**config.mk**
```make
export PLATFORM = sky130hd
export DESIGN_NAME = pipe_stall_ctrl
export DESIGN_NICKNAME = d
export VERILOG_FILES = /design/src/rtl/pipe_stall_ctrl_pkg.sv /design/src/rtl/pipe_stall_ctrl_reg_scoreboard.sv /design/src/rtl/pipe_stall_ctrl.sv
export SDC_FILE = /design/constraint.sdc
export NUM_CORES = 1
export LEC_CHECK = 0
export BUFFER_PORTS_ARGS = -buffer_cell sky130_fd_sc_hd__buf_2
export CAP_MARGIN = 20
export CORE_UTILIZATION = 58
export DETAILED_ROUTE_END_ITERATION = 10
export GPL_TIMING_DRIVEN = 0
export PLACE_DENSITY_LB_ADDON = 0.12
export SYNTH_ARGS = -nofsm -noshare
export SYNTH_HDL_FRONTEND = slang
export SYNTH_SLANG_ARGS = --single-unit
```
**constraint.sdc**
```tcl
create_clock -name clk -period 3.93 [get_ports clk]
set_input_delay 0.786 -clock clk [delete_from_list [all_inputs] [get_ports clk]]
set_output_delay 0.786 -clock clk [all_outputs]
set_load 0.01 [all_outputs]
```
**src/rtl/pipe_stall_ctrl_pkg.sv**
```systemverilog
// ============================================================================
// Module      : pipe_stall_ctrl_pkg
// Description : Shared stall-vector constants, cause encodings and FSM type
//               for the pipeline stall controller.
// Revision    : 1.0 - initial release
// ============================================================================
`default_nettype none

package pipe_stall_ctrl_pkg;

    localparam int STALL_WIDTH = 6;
    localparam int LAT_WIDTH   = 3;

    // Stall vector bit order: [0]=pc [1]=if [2]=id [3]=ex [4]=mem [5]=wb
    localparam logic [STALL_WIDTH-1:0] STALL_NONE = 6'b000000;
    localparam logic [STALL_WIDTH-1:0] STALL_HAZ  = 6'b000111;
    localparam logic [STALL_WIDTH-1:0] STALL_EXH  = 6'b001111;
    localparam logic [STALL_WIDTH-1:0] STALL_MEMH = 6'b011111;

    localparam logic [2:0] CAUSE_RUN   = 3'd0;
    localparam logic [2:0] CAUSE_HAZ   = 3'd1;
    localparam logic [2:0] CAUSE_EXH   = 3'd2;
    localparam logic [2:0] CAUSE_MEMH  = 3'd3;
    localparam logic [2:0] CAUSE_FLUSH = 3'd4;

    typedef enum logic [2:0] {
        ST_RUN   = CAUSE_RUN,
        ST_HAZ   = CAUSE_HAZ,
        ST_EXH   = CAUSE_EXH,
        ST_MEMH  = CAUSE_MEMH,
        ST_FLUSH = CAUSE_FLUSH
    } state_e;

endpackage

`default_nettype wire

```
**src/rtl/pipe_stall_ctrl_reg_scoreboard.sv**
```systemverilog
// ============================================================================
// Module      : reg_scoreboard
// Description : Per-register writer-latency counters with clear/hold/
//               decrement/set update, two hazard lookups and a pending mask.
// Revision    : 1.0 - initial release
// ============================================================================
`default_nettype none

module reg_scoreboard #(
    parameter int REG_ADDR_WIDTH = 5,
    parameter int NUM_REGS       = 32,
    parameter int LAT_WIDTH      = 3
) (
    input  logic                      clk,
    input  logic                      rst,
    input  logic                      i_clear,
    input  logic                      i_hold,
    input  logic                      i_set,
    input  logic [REG_ADDR_WIDTH-1:0] i_set_addr,
    input  logic [LAT_WIDTH-1:0]      i_set_lat,
    input  logic [REG_ADDR_WIDTH-1:0] i_rd_addr1,
    input  logic [REG_ADDR_WIDTH-1:0] i_rd_addr2,
    output logic                      o_busy1,
    output logic                      o_busy2,
    output logic [NUM_REGS-1:0]       o_pending_mask
);

    logic [LAT_WIDTH-1:0] r_cnt [NUM_REGS];

    // r0 is cleared with the rest but never decremented or set, so it stays 0.
    always_ff @(posedge clk) begin
        if (rst || i_clear) begin
            for (int r = 0; r < NUM_REGS; r++) begin
                r_cnt[r] <= '0;
            end
        end else if (!i_hold) begin
            for (int r = 1; r < NUM_REGS; r++) begin
                if (i_set && (i_set_addr == REG_ADDR_WIDTH'(r))) begin
                    r_cnt[r] <= i_set_lat;
                end else if (r_cnt[r] != '0) begin
                    r_cnt[r] <= r_cnt[r] - LAT_WIDTH'(1);
                end
            end
        end
    end

    assign o_busy1 = (i_rd_addr1 != '0) && (r_cnt[i_rd_addr1] != '0);
    assign o_busy2 = (i_rd_addr2 != '0) && (r_cnt[i_rd_addr2] != '0);

    for (genvar r = 0; r < NUM_REGS; r++) begin : g_pend
        assign o_pending_mask[r] = (r != 0) && (r_cnt[r] != '0);
    end

endmodule

`default_nettype wire

```
**src/rtl/pipe_stall_ctrl.sv**
```systemverilog
// ============================================================================
// Module      : pipe_stall_ctrl
// Description : 5-stage pipeline stall controller: RAW scoreboard, stall
//               priority mux, cause FSM and saturating stall-cycle counter.
// Revision    : 1.0 - initial release
// ============================================================================
`default_nettype none

module pipe_stall_ctrl
    import pipe_stall_ctrl_pkg::*;
#(
    parameter int REG_ADDR_WIDTH = 5,
    parameter int NUM_REGS       = 32,
    parameter int LAT_WIDTH      = pipe_stall_ctrl_pkg::LAT_WIDTH,
    parameter int PERF_WIDTH     = 16
) (
    input  logic                      clk,
    input  logic                      rst,
    input  logic                      id_valid_in,
    input  logic [REG_ADDR_WIDTH-1:0] id_rd_addr1_in,
    input  logic                      id_rd_en1_in,
    input  logic [REG_ADDR_WIDTH-1:0] id_rd_addr2_in,
    input  logic                      id_rd_en2_in,
    input  logic [REG_ADDR_WIDTH-1:0] id_wr_addr_in,
    input  logic                      id_wr_en_in,
    input  logic [LAT_WIDTH-1:0]      id_lat_in,
    input  logic                      ex_stall_req_in,
    input  logic                      mem_stall_req_in,
    input  logic                      flush_in,
    output logic [STALL_WIDTH-1:0]    stall_out,
    output logic                      issue_out,
    output logic                      hazard_out,
    output logic [2:0]                stall_cause_out,
    output logic [NUM_REGS-1:0]       pending_mask_out,
    output logic [PERF_WIDTH-1:0]     stall_cnt_out
);

    logic   w_busy1;
    logic   w_busy2;
    logic   w_set;
    state_e w_next;
    state_e r_state;
    logic [PERF_WIDTH-1:0] r_stall_cnt;

    reg_scoreboard #(
        .REG_ADDR_WIDTH (REG_ADDR_WIDTH),
        .NUM_REGS       (NUM_REGS),
        .LAT_WIDTH      (LAT_WIDTH)
    ) u_scoreboard (
        .clk            (clk),
        .rst            (rst),
        .i_clear        (flush_in),
        .i_hold         (stall_out[3]),
        .i_set          (w_set),
        .i_set_addr     (id_wr_addr_in),
        .i_set_lat      (id_lat_in),
        .i_rd_addr1     (id_rd_addr1_in),
        .i_rd_addr2     (id_rd_addr2_in),
        .o_busy1        (w_busy1),
        .o_busy2        (w_busy2),
        .o_pending_mask (pending_mask_out)
    );

    assign hazard_out = ~rst & id_valid_in &
                        ((id_rd_en1_in & w_busy1) | (id_rd_en2_in & w_busy2));

    always_comb begin
        stall_out = STALL_NONE;
        w_next    = ST_RUN;
        if (rst) begin
            stall_out = STALL_NONE;
            w_next    = ST_RUN;
        end else if (flush_in) begin
            stall_out = STALL_NONE;
            w_next    = ST_FLUSH;
        end else if (mem_stall_req_in) begin
            stall_out = STALL_MEMH;
            w_next    = ST_MEMH;
        end else if (ex_stall_req_in) begin
            stall_out = STALL_EXH;
            w_next    = ST_EXH;
        end else if (hazard_out) begin
            stall_out = STALL_HAZ;
            w_next    = ST_HAZ;
        end
    end

    assign issue_out = id_valid_in & ~stall_out[2] & ~flush_in & ~rst;
    assign w_set     = issue_out & id_wr_en_in & (id_wr_addr_in != '0);

    always_ff @(posedge clk) begin
        if (rst) begin
            r_state     <= ST_RUN;
            r_stall_cnt <= '0;
        end else begin
            r_state <= w_next;
            if (stall_out[2] && (r_stall_cnt != '1)) begin
                r_stall_cnt <= r_stall_cnt + PERF_WIDTH'(1);
            end
        end
    end

    assign stall_cause_out = r_state;
    assign stall_cnt_out   = r_stall_cnt;

endmodule

`default_nettype wire

```
==> reports/qor.yml <==
run_status:
  status: "finished, final reports clean"
yosys:
  synthesis.area_sq_um: 8300
  synth_top_area_share: 0.336
  synth_most_common_cell: "edfxtp_1"
  ys_seq_elements: 112
  synth_common_cells: "edfxtp_1, mux2i_1, inv_1, ha_1, nor2_1"
  muxShareOfSynthArea: 0.146
  synth-simple-area-share: 0.193
  ys.flop_type: "edfxtp_1"
  async_flop_share: 0
  syn_avg_cell_area_sq_um: 9.69
  synthTopCellsByArea: "edfxtp_1, mux2i_1, ha_1"
  synthAdderAreaFrac: 0.0950
  yosys.cell_types.count: 71
  yosysSeqAreaShare: 0.382
  synth-xor-area-share: 0.0148
  yosysWarnings: 0
  synth_top_family_by_area: "simple AND/OR/NAND/NOR gates"
  synth_edf_count: 93
  synth-compound-area-share: 0.105
  yosysTopAreaCell: "edfxtp_1"
  netlist_instances: 857
critical_path:
  startpoint: "u_scoreboard.r_cnt[9][1]"
  startpoint_type: "flop"
  crit_type: "flop to primary output"
  required_ns: 3.14
  endpoint_kind: "primary output"
  arrival_ns: 3.05
  crit_fanout: 18
  regToRegStartpoint: "u_scoreboard.r_cnt[10][0]"
global_routing:
  grt_start_max_net_pins: 19
  grt_use_met3: 0.0744
  grt_pass1_wl_mm: 34.7
  grt_pass1_vias: 6663
  busiest_layer: "met2"
  met1_usage: 0.398
  gr-total-overflow: 0
  grtUsageTotal: 0.311
  antenna_found_initial: 1
  grtUsageMet2: 0.513
layout:
  drive_gt1_frac: 0.164
  design_area_sq_um: 9310
  final_core_util: 0.668
  syn_to_final_growth_pct: 12.1
  n_antenna_cell: 0
  nets: 1040
sta:
  hold_violations: 0
  rsz0062_at_grt: "true"
  fmaxAchievable_mhz: 261
  worst_pin_slew_ns: 0.882
  timing.final.ws_setup_ns: 0.0978
  fin_worst_skew_ns: 0.00952
  drv_slew: 0
  finalCriticalPeriod_ns: 3.83
  slew_headroom: 0.408
  setup_violations: 0
  worst_hold_slack_ns: 0.510
  setup_tns_ns: 0
  period_share: 0.975
floorplanning:
  die_w_microns: 122
  core_area_sq_um: 13900
  die-area_sq_um: 14800
  rows: 43
  start_util: 0.596
  io_pins: 86
  die_h_microns: 122
place:
  port_buffers: 81
  gp_congestion: 0.930
  placed_area_sq_um: 8940
  place_ws_ns: -0.552
  dp_hpwl_mm: 16.7
clock_tree:
  cts_max_path_buffers: 2
  numCtsBuffers: 9
  clkLatencyLatePin_ns: 0.37
  path_clk_slew_ns: 0.08
  cts_tree: "yes"
  clock-sinks: 112
  root_buffer: "clkbuf_16"
  cts_setup_buffers: 0
  holdBufCountCts: 0
  htree_num_levels: 3
detailed_routing:
  vias_per_cell: 6.13
  wl_per_cell_microns: 19.4
  totalWireLength_mm: 22.1
  route.detailed.drc: 0
  vias: 6957
  first_pass_iters: 5
  postRouteAntennaNets: 0
  initialDrtViolationCount: 647
power_and_ir_drop:
  power.share.switching: 0.294
  combinationalPowerShare: 0.221
  ir_drop_mv: 0.242
  switchingPower_mw: 0.956
  pwr-share-clk: 0.328
  power.density_nw_per_um2: 349
  power_leakage_nw: 4.01
  p_int_mw: 2.29
  seqPwrFrac: 0.451
run:
  max_cap_viol_count: 0
min_path:
  hold_path_class: "flop to flop"
  min_from: "stall_cnt_out[11]"
-- sequential cells by signal (all words and copies together) (netlist names) --
name / cells
stall_cause_out: 3
stall_cnt_out: 16
u_scoreboard.r_cnt: 93
-- final cells by class --
type	instances	area, sq um
clock inverter	2	38.8
buffer	38	201
inverter	88	330
sequential	112	3170
fill	1168	4630
timing repair buffer	82	410
multi-input combinational	619	4620
clock buffer	14	310
tap	180	225
-- path summary, 6_finish.rpt --
kind,cells after the start,end,slack (ns)
hold reg to reg,2,stall_cnt_out[11],0.51
setup reg to reg,8,u_scoreboard.r_cnt[30][2],0.52
setup / recovery,9,stall_out[1],0.1
hold / removal,2,stall_cnt_out[11],0.51
-- per-layer routing --
layer | part of all wire | routed length, microns
met5 | 0.00036 | 8
met4 | 0.021 | 474
met3 | 0.088 | 1950
met2 | 0.47 | 10400
met1 | 0.42 | 9240
-- cell families (layout without fill, tap and decap cells) --
| kind of cell | count (synthesis) | after routing |
|---|---|---|
| DFF | 112 | 112 |
| xor gates and xnor gates | 14 | 14 |
| other | 1 | 2 |
| muxes | 117 | 117 |
| buffers and inverters | 127 | 224 |
| AOI/OAI and AO/OA | 128 | 128 |
| and+or+nand+nor | 295 | 295 |
| adders and majority gates | 63 | 63 |
-- layout by cell type (no fill, tap or decap), types with 19 or more instances in the layout --
cell type  Yosys  layout
nand3_1       38      38
a21oi_1       32      32
edfxtp_1      93      93
nor2_1        54      53
nand2_1       42      42
buf_2          5      87
ha_1          63      63
inv_1         88      88
nor2b_1       25      25
mux2i_1       90      90
nor3_1        32      32
mux2_2        25      25
dfxtp_1       19      19
-- stage by stage --
stage          power, mW  cells
5_1_grt             3.39   1135
4_1_cts             3.24   1134
2_1_floorplan       1.95    858
3_5_place_dp        2.19   1119
6_report            3.24   1135
3_3_place_gp        2.17   1119
-- worst max-delay path, cell delays in order, from the launching register on --
cell and delay [ns]:
edfxtp_1 0.39, nor3_1 0.44, a211oi_1 0.18, nor4b_1 0.47
a2111oi_2 0.12, nand3b_1 0.30, nor2_4 0.38, nor2_1 0.12
buf_4 0.14, buf_2 0.12
-- power by group through the flow --
stage | logic, mW | clock network [mW] | registers, mW
6_report | 0.716 | 1.07 | 1.46
5_1_grt | 0.800 | 1.11 | 1.48
4_1_cts | 0.706 | 1.07 | 1.46
3_5_place_dp | 0.701 | 0 | 1.49
3_3_place_gp | 0.686 | 0 | 1.48
2_1_floorplan | 0.485 | 0 | 1.47
-- repair_timing --
| action | CTS | global route |
|---|---|---|
| gates resized for setup | 3 | 6 |
| setup endpoints to repair | 4 | 5 |
| pin swaps | 0 | 0 |
No activity file was read; power rests on OpenSTA's default activity.
